`src/rtl/serial_word_pkg.sv`:
```
// Shared definitions for the serial word link: transfer states, length-field
// width and the length clamp used by both link ends.
package serial_word_pkg;

    typedef enum logic [1:0] {
        ST_IDLE  = 2'd0,
        ST_SHIFT = 2'd1,
        ST_GAP   = 2'd2
    } tx_state_e;

    function automatic int len_width(input int data_width);
        return $clog2(data_width + 1);
    endfunction

    function automatic int clamp_len(input int len, input int max_len);
        if (len > max_len) begin
            return max_len;
        end else begin
            return len;
        end
    endfunction

endpackage

```
`src/rtl/serial_word_tx_timer.sv`:
```
// Bit-period timer: ticks on the last cycle of every serial bit period while
// run is high, and is held cleared whenever run is low.
module serial_bit_timer #(
    parameter int BIT_CYCLES = 4
) (
    input  logic clk,
    input  logic rst,
    input  logic run,
    output logic tick
);

    generate
        if (BIT_CYCLES <= 1) begin : g_single
            // Every cycle ends a bit period, so the terminal count is constant.
            assign tick = run;
        end else begin : g_count
            localparam int CNT_W = $clog2(BIT_CYCLES);
            localparam logic [CNT_W-1:0] LAST = CNT_W'(BIT_CYCLES - 1);

            logic [CNT_W-1:0] cnt_q;

            // Bit-period counter, wraps at the terminal count.
            always_ff @(posedge clk or negedge rst) begin
                if (!rst) begin
                    cnt_q <= '0;
                end else if (!run) begin
                    cnt_q <= '0;
                end else if (cnt_q == LAST) begin
                    cnt_q <= '0;
                end else begin
                    cnt_q <= cnt_q + CNT_W'(1'b1);
                end
            end

            assign tick = run && (cnt_q == LAST);
        end
    endgenerate

endmodule

```
`src/rtl/serial_word_tx.sv`:
```
// Parallel-to-serial word transmitter: accepts a word and bit length over
// valid/ready and shifts it out framed by sframe, followed by one GAP cycle.
module serial_word_tx
    import serial_word_pkg::*;
#(
    parameter  int DATA_WIDTH = 8,
    parameter  int BIT_CYCLES = 4,
    parameter  int MSB_FIRST  = 1,
    localparam int LEN_W      = len_width(DATA_WIDTH)
) (
    input  logic                  clk,
    input  logic                  rst,
    input  logic [DATA_WIDTH-1:0] in_data,
    input  logic [LEN_W-1:0]      in_len,
    input  logic                  in_valid,
    output logic                  in_ready,
    output logic                  sdata,
    output logic                  sframe,
    output logic                  done,
    output logic                  busy
);

    tx_state_e             state_q;
    logic [DATA_WIDTH-1:0] shreg_q;
    logic [LEN_W-1:0]      rem_q;
    logic                  sdata_q;
    logic                  sframe_q;
    logic                  done_q;

    logic                  tick_s;
    logic                  run_s;
    logic [LEN_W-1:0]      len_clamped_s;
    logic [LEN_W-1:0]      pad_s;
    logic [DATA_WIDTH-1:0] aligned_s;
    logic                  first_bit_s;
    logic                  next_bit_s;

    // Moves the next bit to transmit into the output end of the register.
    function automatic logic [DATA_WIDTH-1:0] advance(input logic [DATA_WIDTH-1:0] w);
        if (MSB_FIRST != 0) begin
            return w << 1;
        end else begin
            return w >> 1;
        end
    endfunction

    assign run_s         = (state_q == ST_SHIFT);
    assign len_clamped_s = LEN_W'(clamp_len(int'(in_len), DATA_WIDTH));
    assign pad_s         = LEN_W'(DATA_WIDTH) - len_clamped_s;

    // MSB-first words are left-aligned so bit len-1 sits at the top and
    // unused upper bits fall off; LSB-first words need no alignment.
    always_comb begin
        aligned_s   = in_data;
        first_bit_s = in_data[0];
        next_bit_s  = shreg_q[0];
        if (MSB_FIRST != 0) begin
            aligned_s   = in_data << pad_s;
            first_bit_s = aligned_s[DATA_WIDTH-1];
            next_bit_s  = shreg_q[DATA_WIDTH-1];
        end else begin
            aligned_s   = in_data;
            first_bit_s = in_data[0];
            next_bit_s  = shreg_q[0];
        end
    end

    serial_bit_timer #(
        .BIT_CYCLES (BIT_CYCLES)
    ) u_timer (
        .clk  (clk),
        .rst  (rst),
        .run  (run_s),
        .tick (tick_s)
    );

    // Transfer FSM with shift register, remaining-bit counter and registered outputs.
    always_ff @(posedge clk or negedge rst) begin
        if (!rst) begin
            state_q  <= ST_IDLE;
            shreg_q  <= '0;
            rem_q    <= '0;
            sdata_q  <= 1'b0;
            sframe_q <= 1'b0;
            done_q   <= 1'b0;
        end else begin
            case (state_q)
                ST_IDLE: begin
                    done_q   <= 1'b0;
                    sframe_q <= 1'b0;
                    sdata_q  <= 1'b0;
                    if (in_valid) begin
                        if (len_clamped_s == '0) begin
                            state_q <= ST_GAP;
                            done_q  <= 1'b1;
                            rem_q   <= '0;
                            shreg_q <= '0;
                        end else begin
                            state_q  <= ST_SHIFT;
                            sframe_q <= 1'b1;
                            sdata_q  <= first_bit_s;
                            shreg_q  <= advance(aligned_s);
                            rem_q    <= len_clamped_s;
                        end
                    end else begin
                        state_q <= ST_IDLE;
                    end
                end
                ST_SHIFT: begin
                    if (tick_s) begin
                        if (rem_q <= LEN_W'(1'b1)) begin
                            state_q  <= ST_GAP;
                            sframe_q <= 1'b0;
                            sdata_q  <= 1'b0;
                            done_q   <= 1'b1;
                            rem_q    <= '0;
                            shreg_q  <= '0;
                        end else begin
                            sdata_q <= next_bit_s;
                            shreg_q <= advance(shreg_q);
                            rem_q   <= rem_q - LEN_W'(1'b1);
                        end
                    end else begin
                        state_q <= ST_SHIFT;
                    end
                end
                ST_GAP: begin
                    state_q  <= ST_IDLE;
                    sframe_q <= 1'b0;
                    sdata_q  <= 1'b0;
                    done_q   <= 1'b0;
                end
                default: begin
                    state_q  <= ST_IDLE;
                    shreg_q  <= '0;
                    rem_q    <= '0;
                    sframe_q <= 1'b0;
                    sdata_q  <= 1'b0;
                    done_q   <= 1'b0;
                end
            endcase
        end
    end

    assign in_ready = (state_q == ST_IDLE);
    assign busy     = (state_q != ST_IDLE);
    assign sdata    = sdata_q;
    assign sframe   = sframe_q;
    assign done     = done_q;

endmodule

```
`config.mk`:
```
export PLATFORM = sky130hd
export DESIGN_NAME = serial_word_tx
export DESIGN_NICKNAME = d
export VERILOG_FILES = /design/src/rtl/serial_word_pkg.sv /design/src/rtl/serial_word_tx_timer.sv /design/src/rtl/serial_word_tx.sv
export SDC_FILE = /design/constraint.sdc
export NUM_CORES = 1
export LEC_CHECK = 0
export BUFFER_PORTS_ARGS = -buffer_cell sky130_fd_sc_hd__buf_2
export CAP_MARGIN = 20
export CORE_MARGIN = 2
export CORE_UTILIZATION = 40
export CTS_BUF_LIST = sky130_fd_sc_hd__clkbuf_4
export CTS_CLUSTER_SIZE = 10
export DETAILED_ROUTE_END_ITERATION = 7
export GPL_ROUTABILITY_DRIVEN = 0
export GPL_TIMING_DRIVEN = 0
export PLACE_DENSITY = 0.59
export REMOVE_ABC_BUFFERS = 1
export SLEW_MARGIN = 40
export SYNTH_ARGS = -nofsm -noshare
export SYNTH_HDL_FRONTEND = slang
export SYNTH_SLANG_ARGS = --single-unit
```
`constraint.sdc`:
```
create_clock -name clk -period 1.6 [get_ports clk]
set_input_delay 0.16 -clock clk [delete_from_list [all_inputs] [get_ports clk]]
set_output_delay 0.16 -clock clk [all_outputs]
set_load 0.03 [all_outputs]
```
# After elaboration in Yosys (flattened, before gate mapping)
# Cells that the tools add are included.
[totals]
inputBits = 15
ff_bits = 19
[op_classes]
order_cmp = 2
shifts = 1
n_addsub = 3
n_eq_ne = 7
bitwise = 1
muxes = 33
reduce_logical = 6
[op_table]
columns = ["cell", "count"]
rows = [
  ["$mux W8", 4],
  ["$pmux W8 S3", 1],
  ["$mux W4", 5],
  ["$mux W1", 12],
  ["$mux W2", 6],
  ["$pmux W4 S3", 1],
  ["$shl A8 B4 Y8", 1],
  ["$ne A2 B2 Y1 const B", 3],
  ["$pmux W1 S2", 3],
  ["$eq A2 B2 Y1 const B", 2],
  ["$gt A4 B4 Y1 const B", 1],
  ["$le A4 B1 Y1 const B", 1],
  ["$logic_not A4 Y1", 1],
  ["$pmux W2 S2", 1],
  ["$sub A4 B1 Y4 const B", 1],
  ["$sub A4 B4 Y4 const A", 1],
  ["$ne A3 B3 Y1 const B", 1],
  ["$reduce_and A3 Y1", 1],
  ["$add A2 B1 Y2 const B", 1],
  ["$eq A2 B1 Y1 const B", 1],
  ["$logic_not A2 Y1", 1],
  ["$reduce_and A2 Y1", 1],
  ["$reduce_bool A2 Y1", 1],
  ["$logic_and A1 B1 Y1", 1],
  ["$not A1 Y1", 1],
]

# Depth between registers and ports, before layout
# Gate-level depths: netlist (run 1).
[logic_depth]
word_depth = 7
ltp_mapped = 11
ltp_nobuf = 8

# Cells and area by module
# From an unflattened synthesis (run 1), not the netlist that was laid out.
[hier_totals]
hier_cells = 150
area_unflattened_um2 = 1357.6
[modules_own_cells]
columns = ["mod", "area_per_inst_um2", "cells_per_inst", "instances"]
rows = [
  ["serial_word_tx", 1268.7, 144, 1],
  ["serial_bit_timer", 88.8, 6, 1],
]

# Least setup slack after synthesis (run 1)
# No wires, ideal clock.
[synth_timing]
kind = "input -> register"
startpoint = "input in_len[3]"
endpoint = "register shreg_q[7]"
slack_ns = -0.376
setup_time_ns = 0.069
t_arrival_ns = 1.907
cell_stages = 11
t_required_ns = 1.531
cell_sequence = "buf_6 nor2b_1 buf_4 inv_2 ha_1 buf_4 or3b_1 a21oi_2 nand2_1 a211o_1 nand3_1"
[synth_via]
elab_chain_cells = 7
elab_cells_between_ends = 8
classes_between = "add/sub (1); order compare (1); shift (1); mux (4); reduce/logical (1)"
[synth_lines]
columns = ["element", "line", "rtl"]
rows = [
  ["start: declaration", "serial_word_tx.sv:14", "input logic [LEN_W-1:0] in_len,"],
  ["$gt A4 B4 Y1", "serial_word_pkg.sv:16", "if (len > max_len) begin"],
  ["$mux W4 *", "serial_word_pkg.sv:16", ""],
  ["$sub A4 B4 Y4", "serial_word_tx.sv:49", "assign pad_s = LEN_W'(DATA_WIDTH) - len_clamped_s;"],
  ["$shl A8 B4 Y8", "serial_word_tx.sv:58", "aligned_s = in_data << pad_s;"],
  ["$mux W8 *", "serial_word_tx.sv:93", "if (len_clamped_s == '0) begin"],
  ["$mux W8 *", "serial_word_tx.sv:92", "if (in_valid) begin"],
  ["$pmux W8 S3 *", "serial_word_tx.sv:87", "case (state_q)"],
  ["end signal: assignment", "serial_word_tx.sv:102", "shreg_q <= advance(aligned_s);"],
  ["end signal: assignment", "serial_word_tx.sv:120", "shreg_q <= advance(shreg_q);"],
  ["end: declaration", "serial_word_tx.sv:24", "logic [DATA_WIDTH-1:0] shreg_q;"],
]
# Mark *: on every way between the ends. The rest lies on a longest branch, timed or not. The select of a mux whose other input is x is not followed.
# A chain may end at the register's enable or synchronous reset.

# Worst setup path after layout (run 1)
[layout_timing]
startpoint = "register state_q[0]"
endpoint = "register shreg_q[6]"
[layout_via]
elab_chain_cells = 4
elab_cells_between_ends = 9
classes_between = "eq/ne (4); mux (1); bitwise (1); reduce/logical (3)"
[layout_lines]
columns = ["element", "line", "rtl"]
rows = [
  ["start: declaration", "serial_word_tx.sv:23", "tx_state_e state_q;"],
  ["start signal: assignment", "serial_word_tx.sv:80", "state_q <= ST_IDLE;"],
  ["start signal: assignment", "serial_word_tx.sv:94", "state_q <= ST_GAP;"],
  ["start signal: assignment", "serial_word_tx.sv:99", "state_q <= ST_SHIFT;"],
  ["$eq A2 B1 Y1", "serial_word_tx.sv:47, serial_word_tx.sv:87", ""],
  ["$logic_and A1 B1 Y1", "serial_word_tx_timer.sv:35", "assign tick = run && (cnt_q == LAST);"],
  ["$ne A2 B2 Y1 (no source line)", "-", ""],
  ["$reduce_and A3 Y1 (no source line)", "-", ""],
]
# Parallel ways exist; a longest one is shown, timed or not.

==> results of run 1 <==
Yosys cell counts (2+ instances only):
master and count:
nor3_1 4, nand3_1 5, buf_4 3, and2_1 2
nor2_1 8, nand3b_1 2, o21ai_0 12, a22oi_1 3
inv_2 3, nand2_1 14, a32oi_1 5, ha_1 4
a22o_1 2, dfrtp_1 18, buf_2 2, nand2b_1 2
o31ai_1 2, mux2i_1 8, a21oi_1 3, o211ai_1 2
nor2b_1 2, inv_1 7
what timing repair did:
action / 4_1_cts / 5_1_grt
gates resized for setup: 11 / 21
buffers inserted: 8 / 5
pin swaps: 4 / 7
hold buffers: 1 / 0
endpoints found under the setup margin: 16 / 13
endpoints found under the hold margin: 18 / 0
stage by stage:
stage,std cells,area (sq um),setup TNS (ns)
after CTS,205,1520,-0.0214
after global placement,193,1390,-10.47
final,210,1650,0
after global routing,210,1650,-0.00149
after detailed placement,193,1390,-11.16
after floorplan,130,1240,-5.10
flip-flops by register name (all words and copies together) (netlist names):
| name | count |
|---|---|
| u_timer.g_count.cnt_q | 2 |
| sdata | 1 |
| state_q | 2 |
| done | 1 |
| shreg_q | 7 |
| sframe | 1 |
| rem_q | 4 |
layout make-up:
cell class / count / area [sq um]
Clock buffer: 3 / 22.5
Fill cell: 296 / 1410
Inverter: 10 / 42.5
Multi-Input combinational cell: 102 / 867
Sequential cell: 18 / 452
Tap cell: 44 / 55.1
Timing Repair Buffer: 33 / 209
per-layer routing:
metal / part of all wire / track usage / vias up / wire [um]
li1: - / - / 564 / -
met1: 0.46 / 0.252 / 549 / 1410
met2: 0.48 / 0.301 / 28 / 1480
met3: 0.038 / 0.00853 / 5 / 115
met4: 0.016 / 0.0714 / 0 / 48
met5: 0 / 0 / - / 0
worst max-delay path, cell delays in order, from the launching register on:
cell,delay [ns]
dfrtp_1,0.42
or2_4,0.31
inv_6,0.09
o311ai_4,0.12
a21oi_4,0.19
inv_2,0.06
o311ai_2,0.23
worst min path at each step:
stage / startpoint / cells after the start / slack (ns) / endpoint
after global routing: in_data[0] / 3 / 0.19 / shreg_q[1]
final: in_data[0] / 3 / 0.18 / shreg_q[1]
after CTS: in_data[0] / 3 / 0.17 / shreg_q[1]
after floorplan: rst / 0 / -0.14 / done
after detailed placement: rst / 1 / 0.12 / shreg_q[3]
after global placement: rst / 1 / 0.11 / shreg_q[4]
power by group:
| part | internal (mW) | leakage [nW] | total (mW) | switching, mW |
|---|---|---|---|---|
| Sequential | 0.627 | 0.234 | 0.767 | 0.140 |
| Clock | 0.0877 | 0.0138 | 0.226 | 0.138 |
| Combinational | 0.686 | 0.452 | 1.55 | 0.865 |
logic make-up after synthesis:
kind of cell | count (synthesis) | share of synthesized area
xor+xnor | 3 | 0.0350
compound gates | 41 | 0.250
fa+ha+maj | 4 | 0.0389
mux | 10 | 0.0885
simple gates | 44 | 0.171
buf+inv | 17 | 0.0661
flops | 18 | 0.350
==> impl_metrics.toml, run 1 <==
[outcome]
status = "completed"

[global_route]
grt-ovfl-total = 0
antenna_found_initial = 0
grt_max_degree = 19
grt_util_all_layers = 0.182
grt_pass1_vias = 1064
grt_pass1_wl_um = 5130

[die]
initial_core_util = 0.421
core.rowCount = 20
die_h_um = 60.7
pin_count = 20
core_area_sq_um = 3050
die_x_um = 60.7
die_area_sq_um = 3690

[sta]
period_share = 0.950
setup_viol = 0
tightestPinTransition_ns = 0.420
hold_viol = 0
fmax_ghz = 0.658
final.min_clock_period_ns = 1.52
slew_headroom = 0.720
slew_violations = 0
finClkSkew_ns = 0.00275
whs_ns = 0.180
fin_ws_ns = 0.0795

[synth]
synth_edf_count = 0
ys_ff_latch = 18
synth_area_leaders = "dfrtp_1 35%, mux2i_1 6.2%, o21ai_0 4.7%"
syn_area_sq_um = 1290
synth_cells = 137
ys_seq_area_frac = 0.350
yosysWarnings = 0
async_flop_share = 1.00
avgSynthCellArea_sq_um = 9.39
yosysTopAreaCell = "dfrtp_1"
synth.distinct_cells = 46
synth_top_flop_cell = "dfrtp_1"
synth_top_area_frac = 0.350

[placed_design]
portBuffers = 19
hpwl_um = 2260
pre_cts_ws_ns = -1.17

[pwr]
vdd_drop_max_uv = 415
p_leak_nw = 0.700
power_mw = 2.54
power.density_nw_per_um2 = 1540

[worst_setup_path]
cp_max_fo = 5
crit_path_end = "shreg_q[6]"
required_ns = 1.80
crit_start = "state_q[0]"
crit_arrival_ns = 1.72
r2r_slack_ns = 0.08
startpoint_type = "flip-flop"
worstReg2RegStart = "state_q[0]"
crit_path_end_kind = "flip-flop"
r2r_end = "shreg_q[6]"
critical_path_class = "reg -> reg"
reg2regPathDepth = 6

[layout]
area_growth_pct = 28.1
layout.nets = 187
final_cell_mix = "18 x buf_2, 17 x dfrtp_1, 14 x nand2_1"
fin_util = 0.540
drive_above_1_share = 0.373
num_antenna_cells = 0
final_common_cell = "buf_2"

[drt]
antenna_left = 0
drc = 0
detail_route.vias_per_cell = 5.46
vias = 1146
drt-total-wl_um = 3050
wl_per_cell_um = 14.5
drt_iter0_drc = 24
first_pass_iters = 4

[cts]
cts_tree = "yes"
htreeDepth = 1
clkSlewWorstSetupHoldPaths_ns = 0.10
insertion_delay_ns = 0.29
clock_path_buffers = 2
cts_buffers = 3
ctsRootBufferMaster = "clkbuf_4"
clock-sinks = 18

[flow_run]
drv_cap = 0

[min_path]
hold_class = "in -> reg"
Note: power is estimated with default switching activity, not from simulation.
==> run 2: changes to the inputs <==
--- a/config.mk
+++ b/config.mk
@@ -5,7 +5,8 @@
 export SDC_FILE = /design/constraint.sdc
 export NUM_CORES = 1
 export LEC_CHECK = 0
-export BUFFER_PORTS_ARGS = -buffer_cell sky130_fd_sc_hd__buf_2
+export ABC_CLOCK_PERIOD_IN_PS = 1700
+export BUFFER_PORTS_ARGS = -buffer_cell sky130_fd_sc_hd__buf_4
 export CAP_MARGIN = 20
 export CORE_MARGIN = 2
 export CORE_UTILIZATION = 40
@@ -14,7 +15,7 @@
 export DETAILED_ROUTE_END_ITERATION = 7
 export GPL_ROUTABILITY_DRIVEN = 0
 export GPL_TIMING_DRIVEN = 0
-export PLACE_DENSITY = 0.59
+export PLACE_DENSITY = 0.57
 export REMOVE_ABC_BUFFERS = 1
 export SLEW_MARGIN = 40
 export SYNTH_ARGS = -nofsm -noshare
==> constraint.sdc (replaced) <==
create_clock -name clk -period 1.7 [get_ports clk]
set_input_delay 0.17 -clock clk [delete_from_list [all_inputs] [get_ports clk]]
set_output_delay 0.17 -clock clk [all_outputs]
set_load 0.03 [all_outputs]
==> impl_metrics.toml, run 2 (synthesized netlist as in run 1, its figures left out) <==
[die]
die_h_um = 60.7
core.rowCount = 20
die_x_um = 60.7
initial_core_util = 0.421
core_area_sq_um = 3050
die_area_sq_um = 3690
pin_count = 20

[sta]
finClkSkew_ns = 0.00160
tightestPinTransition_ns = 0.339
whs_ns = 0.165
setup_viol = 0
period_share = 0.958
slew_headroom = 0.774
final.setup.tns_ns = 0
fmax_ghz = 0.614
fin_ws_ns = 0.0720
hold_viol = 0
slew_violations = 0
final.min_clock_period_ns = 1.63

[global_route]
grt_pass1_vias = 1047
met3_usage = 0.0192
grt_pass1_wl_um = 5020
top_usage_layer = "met2"
grt_util_met1 = 0.247
grt_max_degree = 19
grt-ovfl-total = 0
grt_util_all_layers = 0.186
met2_usage = 0.307
antenna_found_initial = 0

[drt]
drt-total-wl_um = 2910
wl_per_cell_um = 14.1
first_pass_iters = 4
drt_iter0_drc = 50
detail_route.vias_per_cell = 5.33
drc = 0
vias = 1098
antenna_left = 0

[placed_design]
portBuffers = 19
hpwl_um = 2240
pre_cts_ws_ns = -1.01
place_area_sq_um = 1440

[cts]
cts_buffers = 3
cts_tree = "yes"
clkSlewWorstSetupHoldPaths_ns = 0.11
htreeDepth = 1
insertion_delay_ns = 0.29
ctsRootBufferMaster = "clkbuf_4"
clock_path_buffers = 2
clock-sinks = 18

[worst_setup_path]
max_stage_delay_ns = 0.45
crit_path_end_kind = "flip-flop"
cp_max_fo = 5
cp_top_family = "flip-flops"
startpoint_type = "flip-flop"
critical_path_class = "reg -> reg"
required_ns = 1.90
crit_arrival_ns = 1.83
crit_slowest_cell = "dfrtp_2"
crit_chain = "or2_4 > inv_2 > o311ai_4 > a21oi_4 > buf_4 > nand3_1 > o311ai_2"
worstPathBufferInverterCount = 2

[pwr]
vdd_drop_max_uv = 415
p_leak_nw = 0.675
power.density_nw_per_um2 = 1410

[layout]
area_growth_pct = 24.2
ff_latch_area_sq_um = 454
fillers = 301
final_common_cell = "buf_4"
layout.nets = 182
num_antenna_cells = 0
design_area_sq_um = 1600
regMostFlops = "shreg_q"
drive_above_1_share = 0.346
top_regs = "shreg_q: 7 flops, rem_q: 4 flops"
multi_input_area_sq_um = 812
final_cell_mix = "27 x buf_4, 15 x dfrtp_1, 14 x nand2_1"
largest_reg_flops = 7

[min_path]
hold_class = "in -> reg"

[flow_run]
drv_cap = 0

[outcome]
status = "completed"
==> run 2: final cells by class <==
type                            count  area share
Clock buffer                        3      0.0141
Clock inverter                      1     0.00235
Inverter                           10      0.0235
Multi-Input combinational cell    102       0.508
Sequential cell                    18       0.284
Tap cell                           44      0.0345
Timing Repair Buffer               28       0.133
==> run 2: final timing paths <==
check                            from          to  slack, ns  cells after the start
setup / recovery           state_q[1]  shreg_q[6]       0.07                      7
hold / removal             in_data[0]  shreg_q[1]       0.16                      3
setup reg to reg           state_q[1]  shreg_q[6]       0.07                      7
hold reg to reg            shreg_q[1]  shreg_q[1]       0.50                      2
max in group asynchronous         rst  state_q[1]       1.22                      2
min in group asynchronous         rst    rem_q[2]       0.27                      2
==> run 2: worst reg2reg max path: stages, from the launching register on <==
cell and delay [ns]:
dfrtp_2 0.45, or2_4 0.29, inv_2 0.13, o311ai_4 0.14, a21oi_4 0.19, buf_4 0.14, nand3_1 0.09, o311ai_2 0.10
==> run 2: timing repair <==
action | 4_1_cts | 5_1_grt
hold buffers | 1 | 0
endpoints found under the hold margin | 18 | 0
pin swaps | 1 | 4
gates cloned | 0 | 0
endpoints found under the setup margin | 13 | 12
resized for setup | 9 | 12
setup buffers | 2 | 6
==> run 2: where the power goes <==
part	leakage (nW)	switching, mW	internal (mW)	total, mW
Sequential	0.231	0.135	0.594	0.729
Clock	0.0154	0.138	0.0854	0.223
Combinational	0.428	0.734	0.575	1.31
==> run 2: metal layers <==
metal,share of wire,vias up
li1,-,550
met4,0,0
met1,0.46,524
met3,0.034,0
met2,0.51,24
met5,0,-
==> run 2: metrics by stage <==
stage          utilization  power, mW  instances
2_1_floorplan            -       1.46        130
3_3_place_gp         0.470       1.76        193
3_5_place_dp         0.470       1.80        193
4_1_cts              0.498       2.11        200
5_1_grt              0.523       2.46        206
6_report             0.523       2.26        206
